--- config.mk ---
export PLATFORM = sky130hd
export DESIGN_NAME = axis_serial_rx
export DESIGN_NICKNAME = d
export VERILOG_FILES = /design/src/rtl/axis_serial_rx.sv
export SDC_FILE = /design/constraint.sdc
export NUM_CORES = 1
export LEC_CHECK = 0
export CORE_MARGIN = 4
export CORE_UTILIZATION = 44
export CTS_BUF_LIST = sky130_fd_sc_hd__clkbuf_8
export CTS_CLUSTER_SIZE = 24
export DETAILED_ROUTE_END_ITERATION = 10
export PLACE_DENSITY = 0.62
export RECOVER_POWER = 100
export SETUP_SLACK_MARGIN = 0.5
export SLEW_MARGIN = 20
export SYNTH_ARGS = -nofsm -noshare
export SYNTH_HDL_FRONTEND = slang
export SYNTH_SLANG_ARGS = --single-unit
--- constraint.sdc ---
create_clock -name i_new_clk -period 1.9 [get_ports i_new_clk]
set_input_delay 0.38 -clock i_new_clk [delete_from_list [all_inputs] [get_ports i_new_clk]]
set_output_delay 0.38 -clock i_new_clk [all_outputs]
set_load 0.01 [all_outputs]
--- src/rtl/axis_serial_rx.sv ---
`default_nettype none
// ============================================================================
// Module      : axis_serial_rx
// Description : Oversampling serial-to-AXI-Stream receiver. Takes a 1-bit
//               line that has already been synchronised into i_new_clk,
//               recovers start/data/stop framing (LSB first) and presents
//               each received word on an AXIS master port with a one-deep
//               output register.
// Revision    : 1.0 - initial release
// ----------------------------------------------------------------------------
// Ports
//   i_new_clk      in   1       receive clock, rising edge
//   i_reset_n      in   1       asynchronous, active-low reset
//   i_serial_sync  in   1       synchronised serial line, idles high
//   m_axis_tdata   out  DATA_W  received word
//   m_axis_tvalid  out  1       word valid
//   m_axis_tready  in   1       downstream ready
//   o_frame_err    out  1       one-cycle pulse: stop bit sampled low
//   o_overrun      out  1       one-cycle pulse: word dropped, output full
// ============================================================================
module axis_serial_rx #(
    parameter int DATA_W     = 8,
    parameter int OVERSAMPLE = 16
) (
    input  logic              i_new_clk,
    input  logic              i_reset_n,
    input  logic              i_serial_sync,
    output logic [DATA_W-1:0] m_axis_tdata,
    output logic              m_axis_tvalid,
    input  logic              m_axis_tready,
    output logic              o_frame_err,
    output logic              o_overrun
);

    localparam int TICK_W = $clog2(OVERSAMPLE);
    localparam int BIT_W  = (DATA_W > 1) ? $clog2(DATA_W) : 1;

    // Tick values one cycle before a sample point: the counter is cleared on
    // the edge that enters a state, so the sample edge sees N-1.
    localparam logic [TICK_W-1:0] C_HALF_LAST = TICK_W'(OVERSAMPLE / 2 - 1);
    localparam logic [TICK_W-1:0] C_FULL_LAST = TICK_W'(OVERSAMPLE - 1);
    localparam logic [BIT_W-1:0]  C_LAST_BIT  = BIT_W'(DATA_W - 1);

    typedef enum logic [2:0] {
        S_IDLE  = 3'd0,
        S_START = 3'd1,
        S_DATA  = 3'd2,
        S_STOP  = 3'd3,
        S_BREAK = 3'd4
    } state_t;

    state_t              r_state;
    logic                r_prev;
    logic                r_armed;
    logic [TICK_W-1:0]   r_tick;
    logic [BIT_W-1:0]    r_bit;
    logic [DATA_W-1:0]   r_shift;
    logic                r_done_good;
    logic                r_done_bad;

    logic [DATA_W-1:0]   r_tdata;
    logic                r_tvalid;
    logic                r_frame_err;
    logic                r_overrun;

    logic                w_fall;
    logic [DATA_W:0]     w_cat;
    logic [DATA_W-1:0]   w_shift_next;

    // The previous-sample register resets high, so a line that is already low
    // when reset releases would look like a falling edge. r_armed requires the
    // line to have been seen high at least once before a frame may start.
    assign w_fall       = r_armed & r_prev & ~i_serial_sync;

    // New bit enters at the MSB and moves down; after DATA_W shifts the first
    // received bit sits in the LSB.
    assign w_cat        = {i_serial_sync, r_shift};
    assign w_shift_next = w_cat[DATA_W:1];

    // ------------------------------------------------------------------------
    // Framing state machine
    // ------------------------------------------------------------------------
    always_ff @(posedge i_new_clk or negedge i_reset_n) begin
        if (!i_reset_n) begin
            r_state     <= S_IDLE;
            r_prev      <= 1'b1;
            r_armed     <= 1'b0;
            r_tick      <= '0;
            r_bit       <= '0;
            r_shift     <= '0;
            r_done_good <= 1'b0;
            r_done_bad  <= 1'b0;
        end else begin
            r_prev      <= i_serial_sync;
            r_done_good <= 1'b0;
            r_done_bad  <= 1'b0;
            if (i_serial_sync) begin
                r_armed <= 1'b1;
            end

            case (r_state)
                S_IDLE: begin
                    if (w_fall) begin
                        r_state <= S_START;
                        r_tick  <= '0;
                        r_bit   <= '0;
                    end
                end

                S_START: begin
                    if (r_tick == C_HALF_LAST) begin
                        r_tick  <= '0;
                        // A line back high mid-start-bit is a glitch.
                        r_state <= i_serial_sync ? S_IDLE : S_DATA;
                    end else begin
                        r_tick <= r_tick + 1'b1;
                    end
                end

                S_DATA: begin
                    if (r_tick == C_FULL_LAST) begin
                        r_tick  <= '0;
                        r_shift <= w_shift_next;
                        if (r_bit == C_LAST_BIT) begin
                            r_state <= S_STOP;
                        end else begin
                            r_bit <= r_bit + 1'b1;
                        end
                    end else begin
                        r_tick <= r_tick + 1'b1;
                    end
                end

                S_STOP: begin
                    if (r_tick == C_FULL_LAST) begin
                        r_tick      <= '0;
                        r_done_good <= i_serial_sync;
                        r_done_bad  <= ~i_serial_sync;
                        r_state     <= i_serial_sync ? S_IDLE : S_BREAK;
                    end else begin
                        r_tick <= r_tick + 1'b1;
                    end
                end

                // Line stuck low after a bad stop bit: wait for it to return
                // high so the next genuine falling edge starts a new frame.
                S_BREAK: begin
                    if (i_serial_sync) begin
                        r_state <= S_IDLE;
                    end
                end

                default: begin
                    r_state <= S_IDLE;
                end
            endcase
        end
    end

    // ------------------------------------------------------------------------
    // Output register and status pulses. Completion is acted on one cycle
    // after the stop-bit sample. A handshake on that same edge frees the slot,
    // so the new word loads and tvalid stays high without an overrun.
    // ------------------------------------------------------------------------
    always_ff @(posedge i_new_clk or negedge i_reset_n) begin
        if (!i_reset_n) begin
            r_tdata     <= '0;
            r_tvalid    <= 1'b0;
            r_frame_err <= 1'b0;
            r_overrun   <= 1'b0;
        end else begin
            r_frame_err <= r_done_bad;
            r_overrun   <= 1'b0;
            if (r_done_good) begin
                if (r_tvalid && !m_axis_tready) begin
                    r_overrun <= 1'b1;
                end else begin
                    r_tdata  <= r_shift;
                    r_tvalid <= 1'b1;
                end
            end else if (r_tvalid && m_axis_tready) begin
                r_tvalid <= 1'b0;
            end
        end
    end

    assign m_axis_tdata  = r_tdata;
    assign m_axis_tvalid = r_tvalid;
    assign o_frame_err   = r_frame_err;
    assign o_overrun     = r_overrun;

endmodule
`default_nettype wire

==> impl_results.md <==
- Layout cell share with drive strength beyond 1: 35.0%
- Starting DRT DRC Count: 22
- WHS: roughly 0.35 ns
- Final ANT Viol Nets: 0
- Initial antenna violation count: 0
- Leakage: 0.889 nW
- Worst path required time: 2.07 ns
- Number of CTS-inserted buffers: 5
- Clk_skew: 0.00263 ns
- H-Tree Depth: 2
- Post-synth cell types: 30
- DRT Pass-1 Iters: 4
- Util after Layout: between 50 and 60%
- Sink Count: 33
- Io pins: 15
- Status: complete, no violations
- CTS tree: built
- Critical path class: in -> reg
- IO Port Bufs: 14
- Cell Rows: 20
- Starting density of the core: 45.9%
- DR vias: 895
- Final setup viols: 0
- CTS root buffer: clkbuf_8
- GPL Wtd Cong: 0.669
- Setup TNS Final: 0 ns
- CP Max Fanout: 8
- Via density: 4.94
- DRC Markers: 0
- Avg Cell Area, Syn: 13.5 um^2
- Most area-hungry cell type in the Yosys netlist: dfrtp_1
- Synthesis-to-layout area growth: 29.1%
- Period utilization: 82.3%
- Flops & latches, synth: 33
- Yosys warning total: 0
- Post-Syn Area: 1400 um^2
- Nets: 143
- Final WS setup: 0.336 ns
- Largest net degree at the start of global routing: 34
- Crit path launch type: input pin
- Wirelength per Cell: approximately 15 um
- Pwr dens: 1050 nW/um^2
- Fin. Hold Viols: 0
- # diodes: 0
- MaxCap Viol Count: 0
- Total routed wirelength: 2.70 mm
- GRT overflow: 0
- Fill cells: 270
- Max stage delay on crit path: around 0.53 ns
- Slew margin rel.: 47.6%
- All-Layer GR Usage: between 10% and 20%
- DP Worst Slack: 0.148 ns
- Syn_nets: about 110
- Die Y: 64.4 um
- Post-route minimum period: 1.56 ns
- Placement Cell Area: 1620 um^2
- Post-route cell area: 1810 um^2
- Synth Instances: 104
- Detailed placement HPWL: 1.63 mm
- VDD IR max: 0.575 mV
- CP bufs+invs: 1
- Hold Buf Count CTS: 0
- Crit end category: register
- Die area: 4150 um^2
- Least-Margin Pin Slew: 0.786 ns
- Pins Over Slew Limit: 0
- Critical path's top delay family: buffers and inverters
- Worst path cell trace: dlygate4sd3_1 -> nand2b_1 -> nand2_1 -> mux2_2
- Worst hold path type: reg -> reg
- Top cells by area, synth: dfrtp_1, mux2_2, mux2i_1
- Die X: 64.4 um
- CTS Buffer Depth: 2
- Synth top area share: 57.2%
- Slowest-stage cell, CP: dlygate4sd3_1
- Clk slew on worst S/H paths: approximately 0.060 ns
- Fmax: approximately 640 MHz
- Vias in the first global route: roughly 990
- Part of the Yosys area used for sequential elements: 59.1%
- First-pass GRT wire length: roughly 4.8 mm
- Crit path DAT: roughly 1.7 ns
- Worst-Skew Late Latency: 0.28 ns
- Unrepaired setup endpoints after global routing: true
- Core area: 3050 um^2
-- worst paths after layout --
kind / startpoint / end / slack, ns / depth (start not counted)
hold / removal: r_done_bad / o_frame_err / 0.35 / 0
max in group asynchronous: i_reset_n / r_state[2] / 0.64 / 2
min in group asynchronous: i_reset_n / r_armed / 0.71 / 2
setup reg to reg: r_state[1] / r_bit[0] / 0.38 / 4
setup / recovery: m_axis_tready / m_axis_tdata[1] / 0.34 / 4
hold reg to reg: r_done_bad / o_frame_err / 0.35 / 0
-- area by class of cell --
cell class | count | area (um^2) | area share, %
clock buffers | 5 | 68.8 | 3.81
multi-input cells | 62 | 588 | 32.5
inverters | 7 | 26.3 | 1.45
flip-flops and latches | 33 | 831 | 46.0
repair buffers | 27 | 225 | 12.5
well taps | 44 | 55.1 | 3.04
clock inverters | 3 | 13.8 | 0.761
-- stage by stage --
step           power (mW)  cells
5_1_grt              2.04    181
3_5_place_dp         1.30    162
6_report             1.90    181
4_1_cts              1.91    178
2_1_floorplan        1.20    104
3_3_place_gp         1.27    162
-- registers in the layout, indices dropped and copies added, names as in the netlist, 3 cells and up --
register      cells
r_shift           8
m_axis_tdata      8
r_tick            4
r_state           3
r_bit             3
-- timing repair --
action,CTS,global route
setup endpoints to repair,32,14
gates resized for setup,24,9
pin swaps,3,5
setup buffers,8,3
gates cloned,0,0
endpoints found under the hold margin,0,0
-- placed cells by master (no fill, tap or decap), types with 2 or more instances in the layout --
cell	n
o21ai_0	4
nand2b_1	2
nand2_1	5
clkbuf_1	2
dfrtp_2	3
nor2_1	5
or3_2	2
buf_4	7
clkinv_2	2
o221a_2	2
clkbuf_8	5
dfrtp_1	29
dlygate4sd2_1	11
mux2_1	5
mux2_2	9
mux2i_1	4
ha_4	2
inv_1	8
dlygate4sd3_1	3
a21oi_1	2
mux2_4	3
buf_6	3
-- worst reg2reg max path, stage by stage (launching register included) --
cell and delay (ns):
dfrtp_1 0.54, nand3_4 0.12, clkbuf_1 0.17, nor4_4 0.38, mux2i_1 0.23
-- per-layer routing --
metal / wire [um] / track usage, %
met4: 82 / 11.3
met2: 1360 / 24.6
met5: 0 / 0
met3: 118 / 5.72
met1: 1140 / 17.5
-- kinds of logic after synthesis --
family          synth area share, %
compound gates                 8.04
simple gates                   10.5
flops                          59.1
xor+xnor                      0.626
fa+ha+maj                      2.68
mux                            16.5
buf+inv                        2.59
-- where the power goes --
| part | total, mW | internal, mW | leakage, nW | switching (mW) |
|---|---|---|---|---|
| registers | 0.919 | 0.788 | 0.435 | 0.131 |
| logic | 0.490 | 0.277 | 0.404 | 0.213 |
| clock network | 0.493 | 0.248 | 0.0491 | 0.245 |
-- cells in the mapped netlist --
cell type,number
buf_2,2
ha_1,3
nor4_4,1
xor2_1,1
nand3b_1,1
nor2_1,5
or2_2,1
o2bb2ai_1,1
nand2_1,5
nand3_1,1
o21ai_0,4
nand3_2,1
and3_1,1
o21ba_2,1
inv_1,7
o2111ai_1,1
o221ai_1,1
nand2b_2,1
or3_2,2
mux2_2,17
a21o_2,1
o22ai_1,1
nand2b_1,2
o221a_2,2
dfrtp_1,32
mux2i_1,4
nor3_4,1
dfstp_2,1
a21oi_1,2
a22o_1,1
Power figures use the tool's default switching activity.
